## src/rtl/multicycle_control_fsm.sv

```systemverilog
// rtl/multicycle_control_fsm.sv - main control FSM for the multicycle RV32I datapath
module multicycle_control_fsm #(
    parameter bit HALT_ON_ILLEGAL = 1'b0
) (
    input  logic       clk,
    input  logic       rst,
    input  logic [6:0] op,
    input  logic       zero,
    input  logic       mem_ready,
    output logic [1:0] alu_op,
    output logic [1:0] alu_src_a,
    output logic [1:0] alu_src_b,
    output logic [1:0] result_src,
    output logic       adr_src,
    output logic [1:0] imm_src,
    output logic       ir_write,
    output logic       pc_write,
    output logic       reg_write,
    output logic       mem_write,
    output logic       illegal,
    output logic       halted
);

    localparam logic [6:0] OP_LW   = 7'b0000011;
    localparam logic [6:0] OP_SW   = 7'b0100011;
    localparam logic [6:0] OP_R    = 7'b0110011;
    localparam logic [6:0] OP_I    = 7'b0010011;
    localparam logic [6:0] OP_BEQ  = 7'b1100011;
    localparam logic [6:0] OP_JAL  = 7'b1101111;

    typedef enum logic [3:0] {
        S_FETCH, S_DECODE, S_MEMADR, S_MEMREAD, S_MEMWB, S_MEMWRITE,
        S_EXECR, S_EXECI, S_ALUWB, S_BEQ, S_JAL, S_HALT
    } state_t;

    state_t state, state_next;

    always_ff @(posedge clk) begin
        if (rst) state <= S_FETCH;
        else     state <= state_next;
    end

    always_comb begin
        state_next = state;
        alu_op     = 2'b00;
        alu_src_a  = 2'b00;
        alu_src_b  = 2'b00;
        result_src = 2'b00;
        adr_src    = 1'b0;
        ir_write   = 1'b0;
        pc_write   = 1'b0;
        reg_write  = 1'b0;
        mem_write  = 1'b0;
        illegal    = 1'b0;
        halted     = 1'b0;
        case (state)
            S_FETCH: begin
                alu_src_b  = 2'b10;
                result_src = 2'b10;
                ir_write   = mem_ready;
                pc_write   = mem_ready;
                if (mem_ready) state_next = S_DECODE;
            end
            S_DECODE: begin
                alu_src_a = 2'b01;
                alu_src_b = 2'b01;
                case (op)
                    OP_LW, OP_SW: state_next = S_MEMADR;
                    OP_R:         state_next = S_EXECR;
                    OP_I:         state_next = S_EXECI;
                    OP_BEQ:       state_next = S_BEQ;
                    OP_JAL:       state_next = S_JAL;
                    default: begin
                        illegal    = 1'b1;
                        state_next = HALT_ON_ILLEGAL ? S_HALT : S_FETCH;
                    end
                endcase
            end
            S_MEMADR: begin
                alu_src_a  = 2'b10;
                alu_src_b  = 2'b01;
                state_next = (op == OP_LW) ? S_MEMREAD : S_MEMWRITE;
            end
            S_MEMREAD: begin
                adr_src = 1'b1;
                if (mem_ready) state_next = S_MEMWB;
            end
            S_MEMWB: begin
                result_src = 2'b01;
                reg_write  = 1'b1;
                state_next = S_FETCH;
            end
            S_MEMWRITE: begin
                adr_src   = 1'b1;
                mem_write = 1'b1;
                if (mem_ready) state_next = S_FETCH;
            end
            S_EXECR: begin
                alu_src_a  = 2'b10;
                alu_op     = 2'b10;
                state_next = S_ALUWB;
            end
            S_EXECI: begin
                alu_src_a  = 2'b10;
                alu_src_b  = 2'b01;
                alu_op     = 2'b10;
                state_next = S_ALUWB;
            end
            S_ALUWB: begin
                reg_write  = 1'b1;
                state_next = S_FETCH;
            end
            S_BEQ: begin
                alu_src_a  = 2'b10;
                alu_op     = 2'b01;
                pc_write   = zero;
                state_next = S_FETCH;
            end
            S_JAL: begin
                alu_src_a  = 2'b01;
                alu_src_b  = 2'b10;
                pc_write   = 1'b1;
                state_next = S_ALUWB;
            end
            S_HALT: begin
                halted = 1'b1;
            end
            default: state_next = S_FETCH;
        endcase
        // Reset shows the FETCH mux setting with every strobe suppressed.
        if (rst) begin
            alu_op     = 2'b00;
            alu_src_a  = 2'b00;
            alu_src_b  = 2'b10;
            result_src = 2'b10;
            adr_src    = 1'b0;
            ir_write   = 1'b0;
            pc_write   = 1'b0;
            reg_write  = 1'b0;
            mem_write  = 1'b0;
            illegal    = 1'b0;
            halted     = 1'b0;
        end
    end

    always_comb begin
        case (op)
            OP_SW:   imm_src = 2'b01;
            OP_BEQ:  imm_src = 2'b10;
            OP_JAL:  imm_src = 2'b11;
            default: imm_src = 2'b00;
        endcase
    end

endmodule

```

## config.mk

```make
export PLATFORM = sky130hd
export DESIGN_NAME = multicycle_control_fsm
export DESIGN_NICKNAME = d
export VERILOG_FILES = /design/src/rtl/multicycle_control_fsm.sv
export SDC_FILE = /design/constraint.sdc
export NUM_CORES = 1
export LEC_CHECK = 0
export BUFFER_PORTS_ARGS = -buffer_cell sky130_fd_sc_hd__buf_2
export CAP_MARGIN = 10
export CORE_MARGIN = 10
export CORE_UTILIZATION = 40
export CTS_CLUSTER_SIZE = 16
export DETAILED_ROUTE_END_ITERATION = 7
export GPL_TIMING_DRIVEN = 1
export PLACE_DENSITY = 0.71
export SKIP_CTS_REPAIR_TIMING = 1
export SLEW_MARGIN = 10
export SYNTH_ARGS = -nofsm -noshare
export SYNTH_HDL_FRONTEND = slang
export SYNTH_SLANG_ARGS = --single-unit
export TNS_END_PERCENT = 20
```

## constraint.sdc

```tcl
create_clock -name clk -period 2.8 [get_ports clk]
set_input_delay 0.56 -clock clk [delete_from_list [all_inputs] [get_ports clk]]
set_output_delay 0.56 -clock clk [all_outputs]
set_load 0.01 [all_outputs]
```

# After elaboration in Yosys (flattened, before gate mapping)
# Index checks and enable logic that the tools add are counted.
[classes]
n_eq_ne = 20
muxes = 30
bitwise = 1
reduce_logical = 12
[op_table]
columns = ["op", "n"]
rows = [
  ["case mux 4 bit (7 select lines)", 1],
  ["case mux 4 bit (5 select lines)", 1],
  ["== test 4 x 3 -> 1 bit (second input constant)", 4],
  ["== test 4 bit (second input constant)", 4],
  ["case mux 2 bit (2 select lines)", 4],
  ["== test 7 x 6 -> 1 bit (second input constant)", 2],
  ["== test 7 bit (second input constant)", 2],
  ["two-way mux 1 bit", 14],
  ["two-way mux 4 bit", 3],
  ["OR reduction 2 bit", 6],
  ["== test 4 x 2 -> 1 bit (second input constant)", 2],
  ["two-way mux 2 bit", 4],
  ["== test 7 x 2 -> 1 bit (second input constant)", 1],
  ["== test 7 x 5 -> 1 bit (second input constant)", 1],
  ["inequality test 2 bit (second input constant)", 3],
  ["case mux 2 bit (3 select lines)", 1],
  ["OR reduction 3 bit", 2],
  ["OR reduction 6 bit", 1],
  ["== test 4 x 1 -> 1 bit (second input constant)", 1],
  ["logical NOT 4 bit", 1],
  ["AND reduction 4 bit", 1],
  ["OR reduction 4 bit", 1],
  ["two-way mux 3 bit", 1],
  ["case mux 1 bit (3 select lines)", 1],
  ["NOT 1 bit", 1],
]
[totals]
ff_bits = 4
inputBits = 11
out_inout_bits = 17
elab_cells = 64

# Depth between registers and ports, before layout
# Gate-level depths: netlist of the first run.
[logic_depth]
ltp_word = 5
mapped_depth = 5
ltp_nobuf = 4

# Worst setup path after synthesis of the first run
# OpenSTA, ideal clock, no wires.
[synth_path]
path_kind = "input -> output"
startpoint = "in op[6]"
endpoint = "out illegal"
arrival_time_ns = 1.322
required_time_ns = 2.240
slack_ns = 0.918
path_stages = 4
n_path_buf = 0
cell_sequence = "and3b_1 -> nand2_1 -> a21oi_1 -> nor4b_1"
[synth_between]
elab_chain_len = 5
elab_cells_between_ends = 10
classes_between = "6 x eq/ne; 3 x mux; 1 x reduce/logical"
[synth_lines]
columns = ["element", "line_no", "text"]
rows = [
  ["from (decl)", "7", "input logic [6:0] op,"],
  ["== test 7 x 2 -> 1 bit (tied with other cells)", "67", "case (op)"],
  ["OR reduction 6 bit (no source line) (*)", "--", ""],
  ["two-way mux 1 bit (*)", "67", ""],
  ["two-way mux 1 bit (*)", "56", "case (state)"],
  ["two-way mux 1 bit (*)", "131", "if (rst) begin"],
  ["to (decl)", "20", "output logic illegal,"],
]
# Every way passes the cells marked *; elsewhere a longest branch is shown, timed or not.

# Worst setup path after layout of the first run
[layout_path]
startpoint = "reg state[2]"
endpoint = "out alu_src_b[0]"
[layout_between]
elab_chain_len = 4
elab_cells_between_ends = 9
classes_between = "4 x eq/ne; 2 x mux; 3 x reduce/logical"
[layout_lines]
columns = ["element", "line_no", "text"]
rows = [
  ["from (decl)", "36", "state_t state, state_next;"],
  ["from (signal assigned)", "40", "else state <= state_next;"],
  ["== test 4 x 1 -> 1 bit (tied with other cells)", "56", ""],
  ["OR reduction 3 bit (no source line) / OR reduction 2 bit (equally long branches)", "--", ""],
  ["case mux 2 bit (2 select lines) (*)", "56", ""],
  ["two-way mux 2 bit (*)", "131", ""],
  ["to (decl)", "12", "output logic [1:0] alu_src_b,"],
]
# Marked as above.

==> results of run 1 <==
==> cell families after synthesis <==
kind of cell / after synthesis / share of synthesized area [%]
AND/OR/NAND/NOR: 50 / 45.2
AO/OA/AOI/OAI: 32 / 29.7
buffers and inverters: 10 / 9.52
flip-flops: 4 / 11.7
XOR/XNOR: 3 / 3.85
==> synth_stat cells, types with 3 or more instances <==
master / n / area (µm²)
nor2_1: 11 / 41.3
o21ai_0: 6 / 30.0
nor2b_1: 4 / 25.0
a21oi_1: 10 / 50.1
nand2_1: 3 / 11.3
buf_6: 3 / 33.8
o21ai_1: 3 / 15.0
dfxtp_1: 4 / 80.1
nor3_1: 6 / 30.0
nand2b_1: 4 / 25.0
xnor2_1: 3 / 26.3
==> power groups by stage <==
| stage | Sequential [mW] | Clock (mW) | Combinational [mW] |
|---|---|---|---|
| 2_1_floorplan | 0.0638 | 0 | 0.0660 |
| 3_3_place_gp | 0.0711 | 0 | 0.0844 |
| 3_5_place_dp | 0.0714 | 0 | 0.0857 |
| 4_1_cts | 0.0706 | 0.0719 | 0.0863 |
| 5_1_grt | 0.0720 | 0.0779 | 0.0959 |
| 6_report | 0.0708 | 0.0699 | 0.0859 |
==> path summary, 6_finish.rpt <==
path / cells after the start / slack, ns / end
setup / recovery: 5 / 0.43 / alu_src_b[0]
hold / removal: 3 / 0.67 / state[1]
setup reg to reg: 4 / 1.17 / state[3]
hold reg to reg: 2 / 0.72 / state[0]
==> layer usage <==
layer | routed length, µm | vias to the layer above
li1 | - | 407
met1 | 922 | 359
met2 | 1060 | 31
met3 | 142 | 0
met4 | 0 | 0
met5 | 0 | -
==> stage by stage <==
stage | instance area [µm²] | hold WS [ns] | power (mW)
after floorplan | 683 | 0.678 | 0.130
after global placement | 787 | 0.683 | 0.156
after detailed placement | 787 | 0.713 | 0.157
after CTS | 810 | 0.671 | 0.229
after global routing | 810 | 0.683 | 0.246
final | 810 | 0.673 | 0.227
==> critical path, delay by kind of cell (launching register included) <==
family          cells  cell delay [ns]
flops               1             0.73
simple gates        3             0.60
buf+inv             1             0.16
compound gates      1             0.09
==> layout make-up <==
class / count / area share [%]
well taps: 16 / 2.47
multi-input cells: 85 / 66.5
inverters: 3 / 1.70
repair buffers: 27 / 16.7
clock buffers: 3 / 2.78
flip-flops and latches: 4 / 9.89
==> flow_metrics.env, run 1 <==
export IMPL_grt_max_degree=20
export IMPL_grt_pass1_vias=841
export IMPL_drv_slew=0
export IMPL_final_core_util_pct=51.9
export IMPL_cellPowerDensity_nw_per_um2=280
export IMPL_cts_root_buf="clkbuf_4"
export IMPL_routed_wl_um=2120
export IMPL_hp_start="op[4]"
export IMPL_multi_input_area_um2=538
export IMPL_async_reset_ff_share_pct=0
export IMPL_synth_ff_latch_count=4
export IMPL_setup_viol=0
export IMPL_place_inst=135
export IMPL_overflow=0
export IMPL_fmax_mhz=421
export IMPL_drive_gt1_share_pct=32.0
export IMPL_slowest_stage="dfxtp_1"
export IMPL_crit_fanout=19
export IMPL_syn_num_nets=110
export IMPL_crit_required_ns=2.24
export IMPL_io_buffers=27
export IMPL_antenna_cells=0
export IMPL_synth_avg_cell_area_um2=6.90
export IMPL_setup_ws_ns=0.425
export IMPL_start_kind="register"
export IMPL_tightest_slew_ns=0.666
export IMPL_post_route_period_util_pct=84.8
export IMPL_cts_clk_slew_worst_paths_ns=0.04
export IMPL_finalHoldViolations=0
export IMPL_clock_latency_ns=0.23
export IMPL_use_met2_pct=20.4
export IMPL_antenna_found_initial=0
export IMPL_ant_nets=0
export IMPL_die_area_um2=3760
export IMPL_slowest_delay_ns=0.73
export IMPL_dieHeight_um=61.3
export IMPL_dp_slack_ns=0.710
export IMPL_wl_per_cell_um=15.4
export IMPL_path_cells="or2b_4, and2_1, a21oi_1, nor3_1, buf_2"
export IMPL_fin_worst_skew_ns=0.00138
export IMPL_coreArea_um2=1560
export IMPL_critPathLaunch="state[2]"
export IMPL_cts_buffer_depth=2
export IMPL_syn_area_um2=683
export IMPL_p_int_uw=146
export IMPL_cts_tree="built"
export IMPL_yosysWarningCount=0
export IMPL_synth_edff_count=0
export IMPL_switching_share_pct=35.6
export IMPL_vias_per_cell=5.78
export IMPL_cts_max_level=1
export IMPL_hold_class="in -> reg"
export IMPL_synthCells=99
export IMPL_criticalPathCategory="reg -> out"
export IMPL_final_common_cell="buf_2"
export IMPL_outcome="completed"
export IMPL_r2r_start="state[2]"
export IMPL_pwr_share_comb_pct=37.9
export IMPL_final_cell_mix="buf_2 (27), nor2_1 (11), a21oi_1 (10)"
export IMPL_drcViolationCount=0
export IMPL_largest_register_ffs=4
export IMPL_numCtsBuffers=3
export IMPL_ios=28
export IMPL_setup_tns_ns=0
export IMPL_use_met3_pct=2.67
export IMPL_layoutNonFillerInstCount=138
export IMPL_crit_path_end_kind="output port"
export IMPL_seq_area_um2=80.1
export IMPL_ys_types=43
export IMPL_sequentialPowerShare_pct=31.3
export IMPL_nNetsFinal=135
export IMPL_drt_iter0_drc=18
export IMPL_vias=797
export IMPL_dp_hpwl_um=1610
export IMPL_grt_pass1_wl_um=3600
export IMPL_regMostFlops="state"
export IMPL_pwr_share_clk_pct=30.8
export IMPL_critPathArrivalTime_ns=1.81
export IMPL_busiest_layer="met2"
export IMPL_cap_viol_max_count=0
export IMPL_start_util_pct=43.8
export IMPL_synth_ff_type="dfxtp_1"
export IMPL_rows=14
export IMPL_track_usage_pct=11.9
export IMPL_die_w_um=61.3
export IMPL_vdd_ir_drop_max_v=0.0000990
export IMPL_clock_sinks=4
export IMPL_first_pass_iters=4
export IMPL_netSwitchingPower_uw=80.8
export IMPL_gp_congestion=0.788
export IMPL_maxSlewHeadroom_pct=55.5
export IMPL_rsz0062_at_grt="no"
export IMPL_nFillCells=169
export IMPL_met1_usage_pct=14.5
export IMPL_area_growth_pct=18.5
export IMPL_p_leak_nw=0.340
export IMPL_reg_top3="state: 4 flops"
export IMPL_fin_crit_ns=2.37
export IMPL_ys_seq_area_share_pct=11.7
No activity file was read; power rests on OpenSTA's default activity.
==> inputs of run 2 (changes only) <==
--- a/config.mk
+++ b/config.mk
@@ -12,7 +12,7 @@
 export CTS_CLUSTER_SIZE = 16
 export DETAILED_ROUTE_END_ITERATION = 7
 export GPL_TIMING_DRIVEN = 1
-export PLACE_DENSITY = 0.71
+export PLACE_DENSITY = 0.74
 export SKIP_CTS_REPAIR_TIMING = 1
 export SLEW_MARGIN = 10
 export SYNTH_ARGS = -nofsm -noshare
==> constraint.sdc (replaced) <==
create_clock -name clk -period 2.1 [get_ports clk]
set_input_delay 0.42 -clock clk [delete_from_list [all_inputs] [get_ports clk]]
set_output_delay 0.42 -clock clk [all_outputs]
set_load 0.01 [all_outputs]
==> run 2 against run 1 <==
Against the previous run: utilization grew 2.4 points; sequential power up 28%; clock power up 34%; register-to-register slack got worse by 0.51 ns; routed wire length grew 4.5%; count of clock-buffer cells in the layout unchanged; critical path depth down 1; final area increased by 4.6%; final cell count grew 2.9%; sequential cell count stayed put; via count rose by 5.4%.
==> flow_metrics.env, run 2 (synthesized netlist as in run 1, its figures left out) <==
export IMPL_antenna_found_initial=0
export IMPL_dieHeight_um=61.3
export IMPL_cts_root_buf="clkbuf_4"
export IMPL_die_w_um=61.3
export IMPL_grt_pass1_wl_um=3520
export IMPL_cts_buffer_depth=2
export IMPL_vias=840
export IMPL_grt_max_degree=15
export IMPL_antenna_cells=0
export IMPL_cts_max_level=1
export IMPL_dp_hpwl_um=1700
export IMPL_dp_slack_ns=0.268
export IMPL_hold_class="in -> reg"
export IMPL_cts_tree="built"
export IMPL_nNetsFinal=139
export IMPL_routed_wl_um=2220
export IMPL_place_area_um2=817
export IMPL_vdd_ir_drop_max_v=0.000135
export IMPL_setup_ws_ns=0.112
export IMPL_drt_iter0_drc=33
export IMPL_criticalPathCategory="reg -> out"
export IMPL_largest_register_ffs=4
export IMPL_crit_required_ns=1.68
export IMPL_gp_congestion=0.889
export IMPL_track_usage_pct=12.0
export IMPL_wl_per_cell_um=15.6
export IMPL_regMostFlops="state"
export IMPL_cap_viol_max_count=0
export IMPL_critPathArrivalTime_ns=1.57
export IMPL_place_inst=139
export IMPL_clock_latency_ns=0.23
export IMPL_setup_tns_ns=0
export IMPL_final_area_um2=847
export IMPL_grt_pass1_vias=794
export IMPL_first_pass_iters=4
export IMPL_slowest_stage="or4_1"
export IMPL_die_area_um2=3760
export IMPL_coreArea_um2=1560
export IMPL_fin_worst_skew_ns=0.00114
export IMPL_drcViolationCount=0
export IMPL_cellPowerDensity_nw_per_um2=370
export IMPL_clock_sinks=4
export IMPL_rows=14
export IMPL_outcome="completed"
export IMPL_setup_viol=0
export IMPL_fmax_mhz=503
export IMPL_start_util_pct=43.8
export IMPL_tightest_slew_ns=0.329
export IMPL_path_cells="inv_1, or4_1, a21oi_1, buf_2"
export IMPL_start_kind="register"
export IMPL_nFillCells=149
export IMPL_post_route_period_util_pct=94.6
export IMPL_fin_crit_ns=1.99
export IMPL_io_buffers=27
export IMPL_ant_nets=0
export IMPL_vias_per_cell=5.92
export IMPL_crit_fanout=9
export IMPL_crit_path_end_kind="output port"
export IMPL_holdWs_ns=0.527
export IMPL_slowest_delay_ns=0.53
export IMPL_ios=28
export IMPL_finalHoldViolations=0
export IMPL_final_cell_mix="buf_2 (27), nor2_1 (11), a21oi_1 (10)"
export IMPL_drv_slew=0
export IMPL_maxSlewHeadroom_pct=77.9
export IMPL_p_leak_nw=0.364
export IMPL_cts_clk_slew_worst_paths_ns=0.03
export IMPL_reg_top3="state: 4 flops"
export IMPL_area_growth_pct=24.0
export IMPL_numCtsBuffers=3
export IMPL_layoutNonFillerInstCount=142
export IMPL_rsz0062_at_grt="no"
export IMPL_final_common_cell="buf_2"
export IMPL_overflow=0
export IMPL_drive_gt1_share_pct=36.5
-- run 2: cell types whose count changed in the layout (fill, tap and decap cells not counted) --
cell / before / now
buf_4: 0 / 4
dfxtp_1: 4 / 2
dfxtp_2: 0 / 2
nor3_1: 6 / 5
nor3_2: 1 / 2
-- run 2: path summary, 6_finish.rpt --
kind	startpoint	to	slack (ns)	depth (start not counted)
worst min-delay path	op[4]	state[1]	0.53	3
worst max register to register	state[3]	state[3]	0.66	4
worst min register to register	state[0]	state[1]	0.75	3
worst max-delay path	state[0]	alu_src_a[1]	0.11	4
-- run 2: layout make-up --
cell class                 count  area (µm²)  area share, %
tap                           16        20.0           2.36
sequential                     4        82.6           9.75
timing repair buffer          31         165           19.5
inverter                       3        13.8           1.62
multi-input combinational     85         543           64.1
clock buffer                   3        22.5           2.66
-- run 2: power by group --
| group | internal, mW | leakage (nW) | switching (mW) |
|---|---|---|---|
| logic | 0.0555 | 0.317 | 0.0734 |
| clock network | 0.0638 | 0.0138 | 0.0300 |
| registers | 0.0806 | 0.0334 | 0.00972 |
| total | 0.200 | 0.364 | 0.113 |
-- run 2: per-layer routing --
metal,wire [µm],vias to the layer above,global-route usage [%]
met5,0,-,0
met4,20,0,6.19
met3,194,4,3.91
met2,1070,42,21.3
met1,929,375,12.3
li1,-,419,-
-- run 2: worst max-delay path: cells and delay by family (launching register included) --
| kind | cells | cell delay (ns) |
|---|---|---|
| flops | 1 | 0.42 |
| buf+inv | 2 | 0.25 |
| compound gates | 1 | 0.13 |
| simple gates | 1 | 0.53 |
-- run 2: through the flow --
step                      power [mW]  utilization (%)
final                          0.313             54.3
after global routing           0.332             54.3
after CTS                      0.313             53.9
after detailed placement       0.216             52.4
after global placement         0.213             52.4
after floorplan                0.173                -
